===== config.mk =====
export PLATFORM = sky130hd
export DESIGN_NAME = add_seq
export DESIGN_NICKNAME = d
export VERILOG_FILES = /design/src/rtl/add_seq.sv
export SDC_FILE = /design/constraint.sdc
export NUM_CORES = 1
export LEC_CHECK = 0
export CELL_PAD_IN_SITES_DETAIL_PLACEMENT = 0
export CELL_PAD_IN_SITES_GLOBAL_PLACEMENT = 1
export CORE_MARGIN = 5
export CORE_UTILIZATION = 25
export DETAILED_ROUTE_END_ITERATION = 7
export PLACE_DENSITY = 0.68
export SYNTH_ARGS = -nofsm -noshare
export SYNTH_HDL_FRONTEND = slang
export SYNTH_SLANG_ARGS = --single-unit

===== constraint.sdc =====
create_clock -name clk -period 3.2 [get_ports clk]
set_clock_uncertainty 0.1 [all_clocks]
set_input_delay 0.32 -clock clk [delete_from_list [all_inputs] [get_ports clk]]
set_output_delay 0.32 -clock clk [all_outputs]
set_load 0.005 [all_outputs]

===== src/rtl/add_seq.sv =====
// add_seq: multi-byte adder that shares one external 8-bit adder between two
// requesters. One operation is accepted at a time with round-robin
// arbitration. Bytes are processed least-significant first, one per cycle,
// and the carry is chained through an internal register.
module add_seq #(
  parameter int NBYTES = 4
) (
  input  logic                clk,
  input  logic                rst,
  input  logic                req0,
  input  logic                req1,
  input  logic [8*NBYTES-1:0] a0,
  input  logic [8*NBYTES-1:0] b0,
  input  logic [8*NBYTES-1:0] a1,
  input  logic [8*NBYTES-1:0] b1,
  input  logic                ci0,
  input  logic                ci1,
  output logic                gnt0,
  output logic                gnt1,
  output logic [7:0]          add_a,
  output logic [7:0]          add_b,
  output logic                add_ci,
  input  logic [8:0]          add_out,
  output logic                done,
  output logic [8*NBYTES-1:0] sum,
  output logic                co,
  output logic                owner
);

  localparam int W  = 8 * NBYTES;
  localparam int IW = (NBYTES > 1) ? $clog2(NBYTES) : 1;
  localparam logic [IW-1:0] LAST = IW'(NBYTES - 1);

  typedef enum logic [1:0] {IDLE, RUN, DONE} state_t;

  state_t        state, state_nx;
  logic [IW-1:0] idx;          // byte currently on the shared adder
  logic          carry;        // carry chained between bytes
  logic [W-1:0]  opa, opb;     // operands captured at acceptance
  logic          last_served;  // requester served most recently
  logic          pick;         // arbitration winner this cycle
  logic          accept;       // IDLE edge that starts a new operation

  // Round-robin choice: on a tie the requester not served last wins.
  always_comb begin
    if (req0 && req1) pick = ~last_served;
    else              pick = req1;
  end

  // State register.
  always_ff @(posedge clk or posedge rst) begin
    // NOTE: sequential state uses non-blocking assignments so every register
    // samples pre-edge values, independent of block ordering.
    if (rst) state <= IDLE;
    else     state <= state_nx;
  end

  // Next state, grant and done decode.
  always_comb begin
    // NOTE: every output of this block gets a default first, so no path can
    // leave a variable unassigned and infer a latch.
    state_nx = state;
    accept   = 1'b0;
    gnt0     = 1'b0;
    gnt1     = 1'b0;
    done     = 1'b0;
    unique case (state)
      IDLE: begin
        if (req0 || req1) begin
          accept   = 1'b1;
          state_nx = RUN;
        end
      end
      RUN: begin
        // idx is cleared at acceptance, so idx==0 marks the first RUN cycle.
        gnt0 = (idx == '0) && !owner;
        gnt1 = (idx == '0) &&  owner;
        if (idx == LAST) state_nx = DONE;
      end
      DONE: begin
        done     = 1'b1;
        state_nx = IDLE;
      end
      default: state_nx = IDLE;
    endcase
  end

  // Drive the current operand byte to the shared adder; zero when not running.
  always_comb begin
    add_a  = 8'h00;
    add_b  = 8'h00;
    add_ci = 1'b0;
    if (state == RUN) begin
      add_ci = carry;
      for (int i = 0; i < NBYTES; i++) begin
        if (idx == IW'(i)) begin
          add_a = opa[8*i +: 8];
          add_b = opb[8*i +: 8];
        end
      end
    end
  end

  // Operand capture, byte-serial accumulation and result registers.
  always_ff @(posedge clk or posedge rst) begin
    if (rst) begin
      idx         <= '0;
      carry       <= 1'b0;
      opa         <= '0;
      opb         <= '0;
      sum         <= '0;
      co          <= 1'b0;
      owner       <= 1'b0;
      last_served <= 1'b1;  // makes requester 0 win the first tie
    end else if (accept) begin
      owner       <= pick;
      last_served <= pick;
      opa         <= pick ? a1  : a0;
      opb         <= pick ? b1  : b0;
      carry       <= pick ? ci1 : ci0;
      idx         <= '0;
    end else if (state == RUN) begin
      for (int i = 0; i < NBYTES; i++) begin
        if (idx == IW'(i)) sum[8*i +: 8] <= add_out[7:0];
      end
      carry <= add_out[8];
      idx   <= idx + IW'(1);
      if (idx == LAST) co <= add_out[8];
    end
  end

endmodule


# Yosys cells after proc, flatten, opt, wreduce, memory -nomap -nowiden
# Index checks and enable logic that the tools add are counted.
dict set report totals {
  ff_bits 104
  in_bits 143
}
dict set report op_classes {
  add_sub_neg 1
  eq_ne 7
  n_mux 27
  bitwise 2
  n_reduce_logical 13
}
# op count
set ops {}
lappend ops {{8-bit 2-to-1 mux} 10}
lappend ops {{32-bit 2-to-1 mux} 2}
lappend ops {{3-bit AND reduction} 4}
lappend ops {{1-bit 2-to-1 mux} 10}
lappend ops {{2-bit 2-to-1 mux} 4}
lappend ops {{2-bit == test (second input constant)} 3}
lappend ops {{2-bit by 1-bit == test with 1-bit output (second input constant)} 2}
lappend ops {{2-bit logical NOT} 2}
lappend ops {{2-bit inequality test (second input constant)} 2}
lappend ops {{2-bit case mux with 2 select lines} 1}
lappend ops {{1-bit logical AND} 3}
lappend ops {{2-bit by 1-bit adder with 2-bit output (second input constant)} 1}
lappend ops {{1-bit NOT} 2}
lappend ops {{2-bit AND reduction} 1}
lappend ops {{2-bit nonzero test} 1}
lappend ops {{1-bit logical NOT} 1}
lappend ops {{1-bit logical OR} 1}

# Longest topological paths before layout
dict set report depth {
  ltp_word 6
  mapped_depth 8
  ltp_nobuf 5
}

# Least setup slack after synthesis
# Ideal clock, no wire load.
dict set report synth_timing {
  path_type {reg2out}
  startpoint {reg idx[0]}
  endpoint {out add_a[4]}
  arrival_ps 1633
  required_time_ps 2780
  slack_ps 1147
  stages_incl_launch_ff 8
  path_buffers 3
  path_cell_list {dfrtp_1 > ha_1 > buf_2 > nor2b_1 > clkbuf_2 > buf_2 > a221oi_1 > o41ai_1}
}
dict set report synth_via {
  elab_chain_len 6
  word_cells_on_any_way 9
  classes_between {eq/ne (3); mux (5); reduce/logical (1)}
}
# element line_no
set synth_rtl {}
lappend synth_rtl {{from (decl)} 37} ;# logic [IW-1:0] idx;
lappend synth_rtl {{from (signal assigned)} 127} ;# idx <= idx + IW'(1);
lappend synth_rtl {{2-bit logical NOT} 96} ;# if (idx == IW'(i)) begin
lappend synth_rtl {{8-bit 2-to-1 mux (3 in series)} 96}
lappend synth_rtl {{8-bit 2-to-1 mux *} 96}
lappend synth_rtl {{8-bit 2-to-1 mux *} 93} ;# if (state == RUN) begin
lappend synth_rtl {{to (decl)} 20} ;# output logic [7:0] add_a,
# Mark *: on every way between the ends. The rest lies on a longest branch, timed or not.

# Worst setup path after layout
dict set report layout_timing {
  startpoint {reg state[1]}
  endpoint {out add_b[7]}
}
dict set report layout_via {
  elab_chain_len 2
}
# element line_no
set layout_rtl {}
lappend layout_rtl {{from (decl)} 36} ;# state_t state, state_nx;
lappend layout_rtl {{from (signal assigned)} 55} ;# else state <= state_nx;
lappend layout_rtl {{2-bit by 1-bit == test with 1-bit output} 93}
lappend layout_rtl {{8-bit 2-to-1 mux} 93}
lappend layout_rtl {{to (decl)} 21} ;# output logic [7:0] add_b,
# Every way passes these cells.

==> metrics.md <==
| Metric | Value |
|---|---|
| Unrepaired setup endpoints after global routing | `false` |
| Max Root-Sink Buffers | `2` |
| Post-CTS setup buffer count | `0` |
| CORE AREA | `between 20000 and 25000 um^2` |
| CP startpoint | `state[1]` |
| Largest net degree at the start of global routing | `55` |
| Layout cells sized above 1 | `33.84%` |
| IO Pins | `197` |
| Num CTS Buffers | `9` |
| Clock sinks | `between 100 and 150` |
| Post-synth top flop | `dfrtp_1` |
| WL/cell | `18.51 um` |
| Final Util | `37.10%` |
| Synth async-reset ratio | `100.0%` |
| Fin. max-slew vios | `0` |
| Commonest cells in the netlist | `mux2_2 (114), dfrtp_1 (103), mux2_4 (48), nor2b_1 (19)` |
| Final hold slack | `slightly above 0.3 ns` |
| Vias in the first global route | `4463` |
| Antenna-violating nets left | `0` |
| First-pass GRT wire length | `24.69 mm` |
| CP required | `2.78 ns` |
| Unique masters post-synth | `29` |
| Final setup viols | `0` |
| Tot GR Track Use | `12.80%` |
| Root buf cell | `clkbuf_16` |
| Die ar. | `24910 um^2` |
| Iteration-0 DRC Markers | `between 100 and 150` |
| TritonCTS clock tree | `yes` |
| Final WL | `16.12 mm` |
| Top-count cell post-synth | `mux2_2` |
| # port buffers | `196` |
| DP Worst Slack | `0.4193 ns` |
| Pleak | `0.003262 uW` |
| Critical path type | `reg2out` |
| Vias | `3953` |
| Die W | `about 160 um` |
| HPWL Detailed | `12.08 mm` |
| Number of remaining DRC errors | `0` |
| H-tree levels | `3` |
| Worst ir drop on vdd | `0.4024 mV` |
| Syn Area/Cell | `~14 um^2` |
| Logic pwr share | `50.7%` |
| Clock latency on the worst-skew pair | `0.35 ns` |
| Data arrival, critical path | `2.64 ns` |
| Post-synthesis instance total | `395` |
| Antenna diodes | `0` |
| Initial core utilization | `25.19%` |
| Drt pass-1 iters | `4` |
| R2R Path End | `opb[30]` |
| Worst-margin pin slew | `between 0.6 and 0.7 ns` |
| Slowest cell on the critical path | `clkdlybuf4s50_1` |
| Die Y | `roughly 160 um` |
| Flop2flop setup slack | `1.11 ns` |
| Switch share | `between 30% and 40%` |
| EDFF count, synth | `0` |
| Worst hold path type | `in2async` |
| Row cnt | `54` |
| Final Net Count | `733` |
| Synth Register Bits | `104` |
| Reg clk slew, reported paths | `approximately 0.080 ns` |
| Syn nets | `542` |
| Top cells by area, synth | `dfrtp_1 (47%), mux2_2 (23%), mux2_4 (13%)` |
| Seq/Total Area, Yosys | `47.66%` |
| Max-Slew Margin vs Limit | `a little over half` |
| Gr ovfl total | `0` |
| Yosys warns | `0` |
| Max Fclk | `0.3268 GHz` |
| Fin crit period | `3.060 ns` |
| Crit-path max FO | `11` |
| Setup tns final | `0 ns` |
| Status | `complete, no violations` |
| Reg-to-Reg Start | `last_served` |
| Via-to-Cell Ratio | `4.538` |
| Top cell type's share of synthesized area | `47.18%` |
| Register share of total power | `34.2%` |
| Initial antenna violation count | `0` |
| Clock network fraction of total power | `15.1%` |
| CP cell instances | `nand2b_1, buf_4, o41ai_1, clkdlybuf4s50_1` |
| Synth area leader | `dfrtp_1` |
| Total power draw | `between 7000 and 8000 uW` |
| R2R cell count | `4` |
| Crit start category | `flop` |
| Max-Cap Viols | `0` |
| NetSw | `2382 uW` |
| Crit end category | `output port` |
| Pwr/cell area | `887.6 nW/um^2` |
| Internal power | `4761 uW` |
| Crit path largest cell delay | `around 0.60 ns` |
| Hold Vio Cnt, Final | `0` |
| Routability cong. | `0.8359` |
| Synthesis-to-finish area growth | `47.30%` |
| Tcrit/Tclk final | `between 90 and 100%` |
| Setup WS post-layout | `0.1398 ns` |
| Mapped cell area | `~5500 um^2` |
==> worst max-delay path: cells and delay by family, from the launching register on <==
family / cells / cell delay, ns
AO/OA/AOI/OAI: 1 / 0.47
flip-flops: 1 / 0.47
AND/OR/NAND/NOR: 1 / 0.44
buffers and inverters: 2 / 0.91
==> per-stage QoR <==
step           instance area, um^2  instances
5_1_grt                       8046        871
6_report                      8046        871
3_3_place_gp                  7757        855
2_1_floorplan                 5463        395
4_1_cts                       8044        871
3_5_place_dp                  7757        855
==> metal layers <==
| metal | part of all wire, % | vias up | routed length (um) | global-route usage [%] |
|---|---|---|---|---|
| met4 | 1.8 | 0 | 289 | 3.728 |
| met3 | 7.0 | 18 | 1134 | 3.581 |
| met5 | 0 | - | 0 | 0 |
| met2 | 49 | 133 | 7876 | 21.81 |
| li1 | - | 1844 | - | - |
| met1 | 42 | 1958 | 6821 | 15.85 |
==> area by class of cell <==
cell class	instances	area [um^2]
clock buffer	9	225.2
multi-input combinational	255	2689
clock inverter	7	61.31
sequential	104	2604
timing repair buffer	210	2092
fill	2087	13640
tap	280	350.3
inverter	6	25.02
==> worst max-delay path by stage <==
stage / end / slack (ns) / cells past startpoint
6_report: add_b[7] / 0.14 / 4
3_5_place_dp: add_b[6] / 0.42 / 6
5_1_grt: add_b[6] / 0.02 / 4
3_3_place_gp: add_b[7] / 0.43 / 6
4_1_cts: add_b[6] / 0.02 / 6
2_1_floorplan: carry / 0.05 / 1
==> placed cells by master (no fill, tap or decap), types with 2 or more instances in the layout <==
cell type | Yosys | layout
dfrtp_1 | 103 | 103
a221oi_1 | 16 | 16
nor2_1 | 3 | 3
mux2i_1 | 2 | 2
inv_8 | 0 | 2
o41ai_1 | 16 | 16
mux2_2 | 114 | 114
nand2_1 | 5 | 5
mux2_4 | 48 | 48
o21ai_0 | 3 | 3
inv_6 | 0 | 2
buf_12 | 0 | 2
buf_4 | 2 | 12
nor2b_1 | 19 | 17
clkdlybuf4s50_1 | 0 | 196
inv_1 | 6 | 5
nor2b_2 | 0 | 2
ha_1 | 4 | 3
clkbuf_16 | 0 | 9
nand3_1 | 16 | 16
==> sequential cells by signal, indices dropped and copies added (netlist names) <==
signal,cells
opa,32
opb,32
sum,32
idx,2
state,2
carry,1
co,1
last_served,1
owner,1
==> power groups by stage <==
stage	registers, uW	logic, uW	clock network, uW
final	2440	3620	1080
after CTS	2440	3690	1130
after floorplan	2320	2090	0
after detailed placement	2460	3680	0
after global placement	2440	3580	0
after global routing	2530	3940	1170
==> kinds of logic after synthesis <==
group,count (synthesis),synth area share [%]
and+or+nand+nor,48,4.810
AOI/OAI and AO/OA,39,6.069
muxes,164,37.06
buffers and inverters,36,3.481
DFF,104,47.66
adders and majority gates,4,0.9162
==> repair_timing <==
action	CTS	global route
gates resized for setup	0	1
endpoints found under the setup margin	0	8
hold buffers	0	0
Power figures use the tool's default switching activity.
